File: config.mk
export PLATFORM = sky130hd
export DESIGN_NAME = ibex_mem_responder
export DESIGN_NICKNAME = d
export VERILOG_FILES = /design/src/rtl/ibex_mem_responder.sv
export SDC_FILE = /design/constraint.sdc
export NUM_CORES = 1
export LEC_CHECK = 0
export CORE_AREA = 2 2 107 109
export DETAILED_ROUTE_END_ITERATION = 10
export DIE_AREA = 0 0 109 111
export GPL_TIMING_DRIVEN = 1
export PLACE_DENSITY = 0.58
export SLEW_MARGIN = 40
export SYNTH_ARGS = -nofsm -noshare
export SYNTH_HDL_FRONTEND = slang
export SYNTH_SLANG_ARGS = --single-unit
export TNS_END_PERCENT = 50
File: constraint.sdc
create_clock -name clk_sys -period 2.6 [get_ports clk_sys]
set_input_delay 0.52 -clock clk_sys [delete_from_list [all_inputs] [get_ports clk_sys]]
set_output_delay 0.52 -clock clk_sys [all_outputs]
set_load 0.02 [all_outputs]
File: src/rtl/ibex_mem_responder.sv
// Responder for the Ibex instruction and data memory interfaces.
// Arbitrates both initiator ports onto one single-port RAM with 1-cycle read
// latency. Requests outside the RAM window are granted and answered with an
// error. Optional grant wait states are supported, and each response is routed
// back to the port that issued it.
module ibex_mem_responder #(
    parameter logic [31:0] MEM_START = 32'h0000_0000,
    parameter int unsigned MEM_SIZE  = 64 * 1024,
    parameter int unsigned GNT_WAIT  = 0
) (
    input  logic        clk_sys,
    input  logic        rst_sys_n,

    input  logic        instr_req,
    input  logic [31:0] instr_addr,
    output logic        instr_gnt,
    output logic        instr_rvalid,
    output logic [31:0] instr_rdata,
    output logic        instr_err,

    input  logic        data_req,
    input  logic        data_we,
    input  logic [3:0]  data_be,
    input  logic [31:0] data_addr,
    input  logic [31:0] data_wdata,
    output logic        data_gnt,
    output logic        data_rvalid,
    output logic [31:0] data_rdata,
    output logic        data_err,

    output logic        mem_req,
    output logic        mem_we,
    output logic [3:0]  mem_be,
    output logic [31:0] mem_addr,
    output logic [31:0] mem_wdata,
    input  logic [31:0] mem_rdata,

    output logic        proto_err
);

    localparam logic [31:0] ADDR_MASK   = ~(32'(MEM_SIZE) - 32'd1);
    localparam logic [3:0]  WAIT_CYCLES = 4'(GNT_WAIT);

    typedef enum logic { ST_IDLE, ST_WAIT } state_e;
    typedef enum logic { PORT_INSTR, PORT_DATA } port_e;

    state_e      state_q, state_d;
    logic [3:0]  wait_cnt_q, wait_cnt_d;
    port_e       owner_q, owner_d;
    port_e       last_gnt_q;
    logic        proto_err_q, proto_err_d;

    port_e       pick;
    port_e       gnt_port;
    logic        grant;
    logic        owner_req;

    logic        sel_we;
    logic [3:0]  sel_be;
    logic [31:0] sel_addr;
    logic [31:0] sel_wdata;
    logic        in_range;

    logic        rsp_valid_q;
    port_e       rsp_port_q;
    logic        rsp_err_q;
    logic        rsp_we_q;
    logic        rsp_load_ok;

    // Arbitration FSM: choose the owner, count wait states, and detect dropped requests.
    always_comb begin
        state_d     = state_q;
        wait_cnt_d  = wait_cnt_q;
        owner_d     = owner_q;
        proto_err_d = proto_err_q;
        grant       = 1'b0;
        gnt_port    = owner_q;
        owner_req   = (owner_q == PORT_INSTR) ? instr_req : data_req;

        if (instr_req && data_req) begin
            pick = (last_gnt_q == PORT_DATA) ? PORT_INSTR : PORT_DATA;
        end else begin
            pick = instr_req ? PORT_INSTR : PORT_DATA;
        end

        unique case (state_q)
            ST_IDLE: begin
                if (instr_req || data_req) begin
                    if (WAIT_CYCLES == 4'd0) begin
                        grant    = 1'b1;
                        gnt_port = pick;
                    end else begin
                        state_d    = ST_WAIT;
                        wait_cnt_d = 4'd1;
                        owner_d    = pick;
                    end
                end
            end
            ST_WAIT: begin
                if (!owner_req) begin
                    proto_err_d = 1'b1;
                    state_d     = ST_IDLE;
                    wait_cnt_d  = '0;
                end else if (wait_cnt_q == WAIT_CYCLES) begin
                    grant      = 1'b1;
                    state_d    = ST_IDLE;
                    wait_cnt_d = '0;
                end else begin
                    wait_cnt_d = wait_cnt_q + 4'd1;
                end
            end
            default: begin
                state_d    = ST_IDLE;
                wait_cnt_d = '0;
            end
        endcase

        // The combinational grant must not leak out while reset is held.
        if (!rst_sys_n) begin
            grant = 1'b0;
        end
    end

    // Request mux and RAM-side strobes; mem_* stay quiet unless a grant is issued.
    always_comb begin
        if (gnt_port == PORT_INSTR) begin
            sel_we    = 1'b0;
            sel_be    = 4'hF;
            sel_addr  = instr_addr;
            sel_wdata = '0;
        end else begin
            sel_we    = data_we;
            sel_be    = data_be;
            sel_addr  = data_addr;
            sel_wdata = data_wdata;
        end

        in_range  = (sel_addr & ADDR_MASK) == MEM_START;

        instr_gnt = grant && (gnt_port == PORT_INSTR);
        data_gnt  = grant && (gnt_port == PORT_DATA);

        mem_req   = 1'b0;
        mem_we    = 1'b0;
        mem_be    = '0;
        mem_addr  = '0;
        mem_wdata = '0;
        if (grant) begin
            mem_req   = in_range;
            mem_we    = sel_we;
            mem_be    = sel_be;
            mem_addr  = sel_addr;
            mem_wdata = sel_wdata;
        end
    end

    // Arbitration state, fairness pointer, and sticky protocol error.
    always_ff @(posedge clk_sys or negedge rst_sys_n) begin
        if (!rst_sys_n) begin
            state_q     <= ST_IDLE;
            wait_cnt_q  <= '0;
            owner_q     <= PORT_INSTR;
            last_gnt_q  <= PORT_DATA;
            proto_err_q <= 1'b0;
        end else begin
            state_q     <= state_d;
            wait_cnt_q  <= wait_cnt_d;
            owner_q     <= owner_d;
            proto_err_q <= proto_err_d;
            if (grant) begin
                last_gnt_q <= gnt_port;
            end
        end
    end

    // One-entry response stage, overwritten on every grant and emptied otherwise.
    always_ff @(posedge clk_sys or negedge rst_sys_n) begin
        if (!rst_sys_n) begin
            rsp_valid_q <= 1'b0;
            rsp_port_q  <= PORT_INSTR;
            rsp_err_q   <= 1'b0;
            rsp_we_q    <= 1'b0;
        end else begin
            rsp_valid_q <= grant;
            if (grant) begin
                rsp_port_q <= gnt_port;
                rsp_err_q  <= ~in_range;
                rsp_we_q   <= sel_we;
            end
        end
    end

    // Route the response to its issuing port; only good loads return RAM data.
    always_comb begin
        rsp_load_ok  = rsp_valid_q && !rsp_err_q && !rsp_we_q;
        instr_rvalid = rsp_valid_q && (rsp_port_q == PORT_INSTR);
        data_rvalid  = rsp_valid_q && (rsp_port_q == PORT_DATA);
        instr_err    = instr_rvalid && rsp_err_q;
        data_err     = data_rvalid && rsp_err_q;
        instr_rdata  = (instr_rvalid && rsp_load_ok) ? mem_rdata : '0;
        data_rdata   = (data_rvalid && rsp_load_ok) ? mem_rdata : '0;
        proto_err    = proto_err_q;
    end

endmodule

## Word-level counts from Yosys, hierarchy flattened

Cells that the tools add are included.

| operators by class | value |
|---|---|
| mux-type cells | 27 |
| add/sub/neg operators | 1 |
| reduce and logical (&&, ||, !) cells | 17 |
| bitwise logic cells | 5 |

Operators by type and width:

| kind | count |
|---|---|
| $mux 32 | 6 |
| $logic_not 32->1 | 1 |
| $mux 4 | 5 |
| $mux 1 | 14 |
| $logic_and 1x1->1 | 11 |
| $not 1->1 | 5 |
| $add 4x1->4 const B | 1 |
| $logic_not 4->1 | 1 |
| $pmux 1 s2 | 2 |
| $logic_not 1->1 | 2 |
| $reduce_and 2->1 | 1 |
| $logic_or 1x1->1 | 1 |

| word-level totals | value |
|---|---|
| output and inout bits | 141 |
| bits of input ports | 137 |
| flip-flop bits (word level) | 11 |
| word-level logic and storage cells | 58 |

## Longest topological paths before layout

| logic depth | value |
|---|---|
| word-level depth | 7 |
| depth in mapped cells | 7 |
| gate-level depth less buffers | 7 |

## Worst setup path after synthesis

OpenSTA, ideal clock, no wires.

| timing path | value |
|---|---|
| path kind | flip-flop to output port |
| start | reg wait_cnt_q[0] |
| end | out mem_addr[10] |
| stages on the path, launching flop included | 8 |
| path slack | 404 ps |
| arrival time | 1676 ps |
| required time | 2080 ps |
| path buffers | 1 |
| cell sequence | dfrtp_1 -> inv_1 -> ha_1 -> nor3b_2 -> o221ai_4 -> nor2_8 -> buf_6 -> a22o_1 |

| between the ends | value |
|---|---|
| word-level cells in the longest chain between the ends | 6 |

Ends and longest elaborated chain:

| what | RTL line | text |
|---|---|---|
| from (decl) | 48 | `logic [3:0] wait_cnt_q, wait_cnt_d;` |
| from (signal assigned) | 167 | `wait_cnt_q <= wait_cnt_d;` |
| $logic_not 4->1 | 104 | `end else if (wait_cnt_q == WAIT_CYCLES) begin` |
| $mux 1 | 104 |  |
| $mux 1 | 100 | `if (!owner_req) begin` |
| $pmux 1 s2 | 86 | `unique case (state_q)` |
| $mux 1 | 119 | `if (!rst_sys_n) begin` |
| $mux 32 | 148 | `if (grant) begin` |
| to (decl) | 34 | `output logic [31:0] mem_addr,` |

Every way passes these cells.

## Worst setup path after layout

| timing path | value |
|---|---|
| start | in data_addr[31] |
| end | out mem_req |

| between the ends | value |
|---|---|
| word-level cells in the longest chain between the ends | 3 |

Ends and longest elaborated chain:

| what | RTL line | text |
|---|---|---|
| from (decl) | 24 | `input logic [31:0] data_addr,` |
| $mux 32 | 126 | `if (gnt_port == PORT_INSTR) begin` |
| $logic_not 32->1 | 138 | `in_range = (sel_addr & ADDR_MASK) == MEM_START;` |
| $mux 1 | 148 |  |
| to (decl) | 31 | `output logic mem_req,` |

Every way passes these cells.

==> reports/qor.csv <==
metric;value;unit
status;finished clean;
input/output buffers;277;
number of clock sinks;11;
CP Data Required Time;2.08;ns
area inside the core boundary;11100;sq um
routed via count divided by cell count;4.39;
Top-Level Pins;278;
Cell Rows;39;
endpoint arrival time on the critical path;2.07;ns
start point of the critical path;data_addr[31];
final-report max-slew violation count;0;
hold path depth;1;
CTS Root Buffer Type;sky130_fd_sc_hd__clkbuf_16;
die area;12100;sq um
final routed DRC violation total;0;
worst slew slack as a fraction of its limit;79.5;%
hold violation count in the final report;0;
iteration count of the initial detailed-routing pass;5;
Synth area leader;sky130_fd_sc_hd__and2_1;
Worst Hold Endpoint;proto_err;
number of standard cells in the layout, taps in and fillers out;695;
Worst R2R Setup Slack;0.76;ns
slowest stage cell, crit path;sky130_fd_sc_hd__or4_4;
DRC marker count from the first detailed-route iteration;150;
transition at the pin with the smallest max-transition slack;0.304;ns
Post-Synthesis Cell Area;1740;sq um
most common cell in the netlist;sky130_fd_sc_hd__and2_1;
routability congestion estimate;0.827;
critical setup path kind;in -> out;
post-placement setup slack;-0.548;ns
hold-fix buffer count after cts;0;
final setup vio count;0;
unrepaired setup endpoints after global routing;no;
effective utilization at floorplan;15.7;%
initial antenna violation count;1;
via count of the first global-routing pass;3067;
average detailed-routed wire length per instance;16.2;microns
synthesis-to-finish area growth;187;%
category of the worst setup path capture point;output pin;
number of buffer and inverter stages on the critical path;2;
cell family with most CP delay;simple AND/OR/NAND/NOR gates;
number of distinct standard cells referenced by the synthesized netlist;36;
maximum single-stage delay on the critical path;0.59;ns
biggest area contributors in the synthesized netlist;sky130_fd_sc_hd__and2_1, sky130_fd_sc_hd__dfrtp_1, sky130_fd_sc_hd__and3_1;
Syn. warnings;0;
global-route wire length before repair;16.4;mm
syn_area_per_cell;6.89;sq um
power density over the cells;234;nW/um^2
Final Routed Wirelength;11.2;mm
antenna-violating nets left;0;
launching point of the worst reg2reg path;wait_cnt_q[0];
IR drop worst, VDD;170;uV
r2r endpoint;rsp_port_q;
Worst Clk Skew;0.00390;ns
number of standard cells after synthesis;253;
remaining global-route overflow;0;
Main synth FF type;sky130_fd_sc_hd__dfrtp_1;
cell chain of the critical path;clkdlybuf4s50_1 -> or4_4 -> o31ai_4 -> and3_4 -> buf_6;
peak clock frequency supported by timing;0.386;GHz
Final Critical Period;2.59;ns
deepest level of the CTS H-tree;1;
register area share after synthesis;15.9;%
Nets;691;
die width;109;microns
portion of the clock cycle consumed by the worst path in the final layout;99.6;%
total global routing track utilization;17.4;%
TritonCTS Buffers;3;
placed insts;680;
number of flops mapped to enable cells by yosys;0;
vias after detailed routing;3049;
async set or reset register ratio after synthesis;100;%
Clock Pin Slew Worst Setup and Hold Paths;0.04;ns
net count after synthesis;392;
clock network latency to the later pin of the worst-skew pair;0.24;ns
Worst Slack Setup Final;0.0104;ns
Commonest cells post-synth;sky130_fd_sc_hd__and2_1, sky130_fd_sc_hd__and3_1, sky130_fd_sc_hd__nand2_1;
type of the most critical hold path;reg -> reg;
WHS;0.458;ns
placed wire-length estimate;9.36;mm
critical-path maximum fanout;2;
maximum number of pins on one net before global-route repair;34;
Max clock buf depth;2;
FF-to-FF path depth;11;
CTS tree;yes;
fraction of final layout cells sized beyond drive strength 1;20.9;%
area share of the leading cell type in the synthesized netlist;24.0;%
Max-Cap Viols;0;
startpoint type of the worst setup path;input pin;
synthesized flop and latch total;11;
leakage;2.36;nW
die span in y;111;microns
launch instance of the worst min-delay path;proto_err;
[routing by layer]
metal  track usage [%]  share of wire (%)  wire, microns
met1              16.6                 33           3700
met5                 0                  0              0
met3              4.06                 11           1210
met4              5.90                2.6            291
met2              34.8                 54           6050
[power breakdown]
group / leakage, nW / switching, mW / total [mW] / internal [mW]
registers: 0.130 / 0.0108 / 0.198 / 0.187
clock network: 0.0382 / 0.0717 / 0.277 / 0.205
logic: 2.19 / 0.307 / 0.696 / 0.389
[cells in the final DEF (no fill, tap or decap), types with 2 or more instances in the layout]
cell                                n
sky130_fd_sc_hd__nor2_1             5
sky130_fd_sc_hd__nor4_2             3
sky130_fd_sc_hd__a21o_1             2
sky130_fd_sc_hd__buf_2             25
sky130_fd_sc_hd__clkdlybuf4s15_2   16
sky130_fd_sc_hd__nor2_4             3
sky130_fd_sc_hd__buf_4             36
sky130_fd_sc_hd__dlygate4sd2_1     19
sky130_fd_sc_hd__nor3_1             2
sky130_fd_sc_hd__nor3b_4            2
sky130_fd_sc_hd__nand3_1            3
sky130_fd_sc_hd__o21a_1             4
sky130_fd_sc_hd__ha_1               2
sky130_fd_sc_hd__buf_6              6
sky130_fd_sc_hd__dlymetal6s2s_1     6
sky130_fd_sc_hd__a21oi_2            2
sky130_fd_sc_hd__nand2_1           33
sky130_fd_sc_hd__and3_1            34
sky130_fd_sc_hd__inv_1              5
sky130_fd_sc_hd__nor4_1             4
sky130_fd_sc_hd__clkdlybuf4s50_1  197
sky130_fd_sc_hd__a21oi_1           17
sky130_fd_sc_hd__clkbuf_16          3
sky130_fd_sc_hd__dfrtp_1           10
sky130_fd_sc_hd__buf_12             5
sky130_fd_sc_hd__and2_1            67
sky130_fd_sc_hd__a22o_1            16
sky130_fd_sc_hd__inv_2              2
[worst max path at each step]
stage	to	slack, ns	cells after the start
2_1_floorplan	mem_addr[10]	0.40	7
3_3_place_gp	mem_req	-0.54	5
3_5_place_dp	mem_req	-0.55	5
4_1_cts	mem_req	0.004	5
5_1_grt	mem_req	0.0008	5
6_report	mem_req	0.01	5
[area by class of cell]
cell class	instances	area (sq um)
antenna	1	2.50
clock buffer	4	78.8
fill	1124	6070
inverter	7	26.3
multi-input combinational	217	1450
sequential	11	277
tap	143	179
timing repair buffer	312	3000
[flip-flops by register name (all words and copies together), names as in the netlist]
name         flops
last_gnt_q       1
proto_err        1
rsp_err_q        1
rsp_port_q       1
rsp_valid_q      1
rsp_we_q         1
state_q          1
wait_cnt_q       4
[kinds of logic (layout without fill, tap and decap cells)]
| logic type | after synthesis | count (layout) | share of synthesized area [%] |
|---|---|---|---|
| AOI/OAI and AO/OA | 48 | 48 | 20.0 |
| DFF | 11 | 11 | 15.9 |
| buffers and inverters | 27 | 323 | 7.18 |
| other | 0 | 1 | 0 |
| adders and majority gates | 2 | 2 | 1.44 |
| muxes | 1 | 1 | 0.646 |
| and+or+nand+nor | 164 | 166 | 54.8 |
[what timing repair did]
item | CTS | global route
resized for setup | 221 | 16
endpoints found under the setup margin | 67 | 39
pin swaps | 4 | 2
setup buffers | 8 | 0
gates cloned | 3 | 0
[metrics by stage]
stage	power (mW)	instance area [sq um]	setup TNS [ns]	util, %
6_report	1.17	5010	0	45.2
3_3_place_gp	0.889	4860	-24.64	43.9
2_1_floorplan	0.447	1740	0	-
3_5_place_dp	0.898	4860	-25.27	43.9
4_1_cts	1.18	4940	0	44.6
5_1_grt	1.23	5010	0	45.2
Note: power is estimated with default switching activity, not from simulation.
==> RTL edit 1 (same settings) <==
Make the reset (`rst_sys_n`) synchronous in 2 clocked blocks.
--- a/src/rtl/ibex_mem_responder.sv
+++ b/src/rtl/ibex_mem_responder.sv
@@ -156,5 +156,5 @@
 
     // Arbitration state, fairness pointer, and sticky protocol error.
-    always_ff @(posedge clk_sys or negedge rst_sys_n) begin
+    always_ff @(posedge clk_sys) begin
         if (!rst_sys_n) begin
             state_q     <= ST_IDLE;
@@ -175,5 +175,5 @@
 
     // One-entry response stage, overwritten on every grant and emptied otherwise.
-    always_ff @(posedge clk_sys or negedge rst_sys_n) begin
+    always_ff @(posedge clk_sys) begin
         if (!rst_sys_n) begin
             rsp_valid_q <= 1'b0;
Check against the original RTL: differs if rst_sys_n is asserted again (counterexample within 4 cycles, from zero or initial values and one cycle with rst_sys_n low); with rst_sys_n held inactive, the same outputs for 10 cycles.
==> RTL edit 1 against the unedited design <==
Design area fell by 0.62%; global-route usage down 1.1 points; sequential power shrank 9%; highest routed layer unchanged; largest cell class unchanged; routed wire length shrank 5.6%; worst setup slack gained 0.070 ns; via count decreased by 2.6%; sequential cell count is the same; clock skew down 0.0025 ns; area after synthesis shrank 0.72%; first-iteration DRC count decreased by 49%; power shrank 0.83%.
==> RTL edit 1: results (changes against the unedited design) <==
INFO  metric cpPeakStageDelay = 0.43 ns (was 0.59 ns)
INFO  metric drt_iter0_drc = 77 (was 150)
INFO  metric grt_start_max_net_pins = 33 (was 34)
INFO  metric crit_arrival = 2.00 ns (was 2.07 ns)
INFO  metric post_route_cells_drive_above_1_share = 0.184 (was 0.209)
INFO  metric dpl.hpwl = 8840 µm (was 9360 µm)
INFO  metric synth.avg_cell_area = 6.68 µm² (was 6.89 µm²)
INFO  metric internal_power = 0.775 mW (was 0.781 mW)
INFO  metric synth_nets = 398 (was 392)
INFO  metric vdd_ir_drop_max = 151 µV (was 170 µV)
INFO  metric post-layout-total-power = 1.16 mW (was 1.17 mW)
INFO  metric run_status = completed (unchanged)
INFO  metric pg_seq = 0.180 mW (was 0.198 mW)
INFO  metric yosys-top-cells-area = and2_1, dfxtp_1, a22o_1 (was and2_1, dfrtp_1, and3_1)
INFO  metric synth_seq_area_share = 0.127 (was 0.159)
INFO  metric synth_compound_area_frac = 0.231 (was 0.200)
INFO  metric finalWeightedCongestion = 0.825 (was 0.827)
INFO  metric p_leak = 2.33 nW (was 2.36 nW)
INFO  metric ys_async_sr_fraction = 0 (was 1.00)
INFO  metric count_of_inserted_antenna_diode_cells = 0 (was 1)
INFO  metric postPlaceCellArea = 4830 µm² (was 4860 µm²)
INFO  metric antenna_violations_before_repair = 0 (was 1)
INFO  metric crit_slowest_cell = clkdlybuf4s50_1 (was or4_4)
INFO  metric fill_cells = 1158 (was 1124)
INFO  metric firstDrtPassIters = 2 (was 5)
INFO  metric pre_cts_ws = -0.660 ns (was -0.548 ns)
INFO  metric grt_pass1_vias = 3043 (was 3067)
INFO  metric max-slew-margin-rel = 0.812 (was 0.795)
INFO  metric synth_mux_area_frac = 0.00578 (was 0.00646)
INFO  metric grt.total_usage = 0.162 (was 0.174)
INFO  metric ys_dominant_reg_cell = dfxtp_1 (was dfrtp_1)
## RTL edit 1: cell types whose count changed in the layout (fill, tap and decap cells not counted), sizes merged, moves of 11 or more
cell | before | now
and2 | 68 | 102
and3 | 35 | 3
clkdlybuf4s15 | 17 | 44
clkdlybuf4s50 | 197 | 176
buf | 72 | 56
dfxtp | 0 | 11
## RTL edit 1: worst paths after layout
path,cells past startpoint,slack [ns],to,from
worst min-delay path,1,0.46,proto_err$_SDFFE_PN0P_,proto_err$_SDFFE_PN0P_
worst min register to register,1,0.46,proto_err$_SDFFE_PN0P_,proto_err$_SDFFE_PN0P_
worst max-delay path,6,0.08,mem_req,instr_addr[23]
worst max register to register,13,0.38,rsp_err_q$_SDFFE_PN0P_,state_q$_SDFF_PN0_
## RTL edit 1: logic make-up after synthesis
group	Yosys count
and+or+nand+nor	167
AOI/OAI and AO/OA	53
adders and majority gates	2
muxes	1
DFF	11
buffers and inverters	25
## RTL edit 1: layout make-up
cell class | count | area share
Timing Repair Buffer | 310 | 0.609
Inverter | 6 | 0.00452
Clock buffer | 4 | 0.0158
Multi-Input combinational cell | 223 | 0.291
Tap cell | 143 | 0.0359
Sequential cell | 11 | 0.0442
## RTL edit 1: critical path: cells and delay by family
kind                   cells  cell delay (ns)
AO/OA/AOI/OAI              1             0.18
buffers and inverters      3             0.69
AND/OR/NAND/NOR            2             0.60
## RTL edit 1: timing repair
action | in CTS | in global routing
endpoints found under the setup margin | 72 | 77
cloned | 1 | 0
resized for setup | 222 | 28
pin swaps | 8 | 5
buffers inserted | 9 | 1
## RTL edit 1: metal layers
layer  vias up  track usage  share of wire
met5         -            0              0
met3        14       0.0376           0.10
met1      1336        0.166           0.36
met2       168        0.316           0.51
met4         0       0.0487          0.023
li1       1451            -              -
==> RTL edit 2 (same settings) <==
Without the edit above. Put a register stage on the output `instr_err`, cleared by the reset. The value now appears one clock later. The other outputs are not delayed to match.
--- a/src/rtl/ibex_mem_responder.sv
+++ b/src/rtl/ibex_mem_responder.sv
@@ -45,4 +45,6 @@
     typedef enum logic { PORT_INSTR, PORT_DATA } port_e;
 
+    logic instr_err_d;
+
     state_e      state_q, state_d;
     logic [3:0]  wait_cnt_q, wait_cnt_d;
@@ -196,5 +198,5 @@
         instr_rvalid = rsp_valid_q && (rsp_port_q == PORT_INSTR);
         data_rvalid  = rsp_valid_q && (rsp_port_q == PORT_DATA);
-        instr_err    = instr_rvalid && rsp_err_q;
+        instr_err_d  = instr_rvalid && rsp_err_q;
         data_err     = data_rvalid && rsp_err_q;
         instr_rdata  = (instr_rvalid && rsp_load_ok) ? mem_rdata : '0;
@@ -203,4 +205,12 @@
     end
 
+    always_ff @(posedge clk_sys or negedge rst_sys_n) begin
+        if (!rst_sys_n) begin
+            instr_err <= '0;
+        end else begin
+            instr_err <= instr_err_d;
+        end
+    end
+
 endmodule
 
Formal check against the unedited RTL: not equivalent (a bounded check fails within 4 cycles, from zero or initial values and one cycle with rst_sys_n low).
==> RTL edit 2 against the unedited design <==
The run now ends with negative setup slack left; core utilization rose by 0.34 points; area after synthesis rose by 1.4%; routed wire length fell by 2.9%; combinational power fell by 3.3%; design area rose by 0.75%; sequential cell count rose by 1; first-iteration DRC count fell by 2.0%; non-clock buffer count rose by 4; count of clock-buffer cells in the layout did not move; via count fell by 1.5%; critical path depth did not move; power rose by 0.22%; worst setup slack got worse by 0.035 ns; fmax fell by 1.3%; critical path type unchanged; largest cell class unchanged.
==> RTL edit 2: results (changes against the unedited design) <==
INFO  metric run_status = finished, violations left (was completed)
INFO  metric pre_cts_ws = -0.503 ns (was -0.548 ns)
INFO  metric finalWeightedCongestion = 0.826 (was 0.827)
INFO  metric via_count = 3004 (was 3049)
INFO  metric multi_input_gates = 216 (was 217)
INFO  metric net_sw_power = 0.387 mW (was 0.390 mW)
INFO  metric clockNetworkAreaShare = 0.0156 (was 0.0157)
INFO  metric synth_mux_area_frac = 0.00637 (was 0.00646)
INFO  metric post-route-worst-setup-slack = -0.0243 ns (was 0.0104 ns)
INFO  metric net_total_in_the_final_layout = 695 (was 691)
INFO  metric met1_length = 3680 µm (was 3700 µm)
INFO  metric seqAreaFraction = 0.0598 (was 0.0552)
INFO  metric detailed_route_wirelength_on_metal3 = 1290 µm (was 1210 µm)
INFO  metric synth_nets = 393 (was 392)
INFO  metric grt_start_max_net_pins = 39 (was 34)
INFO  metric setup_total_negative_slack = -0.0243 ns (was 0 ns)
INFO  metric synth_compound_area_frac = 0.197 (was 0.200)
INFO  metric p_leak = 3.01 nW (was 2.36 nW)
INFO  metric setup_violations = 1 (was 0)
INFO  metric post_route_cells_drive_above_1_share = 0.178 (was 0.209)
INFO  metric grt.total_usage = 0.166 (was 0.174)
INFO  metric firstDrtPassIters = 4 (was 5)
INFO  metric power.share.sequential = 0.183 (was 0.169)
INFO  metric netSwitchingFraction = 0.330 (was 0.333)
INFO  metric failed_checks = negative setup slack
INFO  metric buffers = 316 (was 312)
INFO  metric worst_slew_pin_slew = 0.345 ns (was 0.304 ns)
INFO  metric synth_fa_ha_area_frac = 0.0142 (was 0.0144)
INFO  metric nonClkBufAreaFrac = 0.605 (was 0.599)
INFO  metric drt-total-wl = 10900 µm (was 11200 µm)
INFO  metric fill_cells = 1142 (was 1124)
INFO  metric count_of_inserted_antenna_diode_cells = 0 (was 1)
==> RTL edit 2: path summary, 6_finish.rpt <==
path,endpoint,cells past startpoint,from,slack (ns)
min in group asynchronous,wait_cnt_q[2]$_DFFE_PN0P_,2,rst_sys_n,0.50
setup / recovery,mem_req,5,data_addr[18],-0.02
hold reg to reg,proto_err$_DFFE_PN0P_,1,proto_err$_DFFE_PN0P_,0.46
setup reg to reg,rsp_port_q$_DFFE_PN0P_,11,wait_cnt_q[0]$_DFFE_PN0P_,0.74
max in group asynchronous,last_gnt_q$_DFFE_PN1P_,4,rst_sys_n,1.67
hold / removal,proto_err$_DFFE_PN0P_,1,proto_err$_DFFE_PN0P_,0.46
==> RTL edit 2: critical path: stages <==
cell and delay (ns):
clkdlybuf4s50_1 0.42, or4_4 0.55, o31ai_2 0.26, and3_1 0.22, buf_6 0.13
==> RTL edit 2: layer usage <==
layer,vias up,track usage
met5,-,0
met4,0,0.0248
met3,6,0.0517
met2,162,0.330
met1,1348,0.165
li1,1488,-
==> RTL edit 2: metrics by stage <==
| step | cell area, µm² | instances |
|---|---|---|
| floorplan | 1770 | 254 |
| global placement | 4900 | 682 |
| detailed placement | 4900 | 682 |
| CTS | 5020 | 697 |
| global route | 5050 | 698 |
| finish | 5050 | 698 |
==> RTL edit 2: timing repair <==
item | in CTS | in global routing
setup endpoints to repair | 71 | 64
pin swaps | 6 | 0
buffers inserted | 10 | 1
gates cloned | 1 | 0
gates resized for setup | 130 | 91
==> RTL edit 2: logic make-up (layout without fill, tap and decap cells) <==
logic type / count (synthesis) / count (layout)
compound gates: 48 / 48
flops: 12 / 12
fa+ha+maj: 2 / 2
buf+inv: 27 / 327
mux: 1 / 1
simple gates: 164 / 165
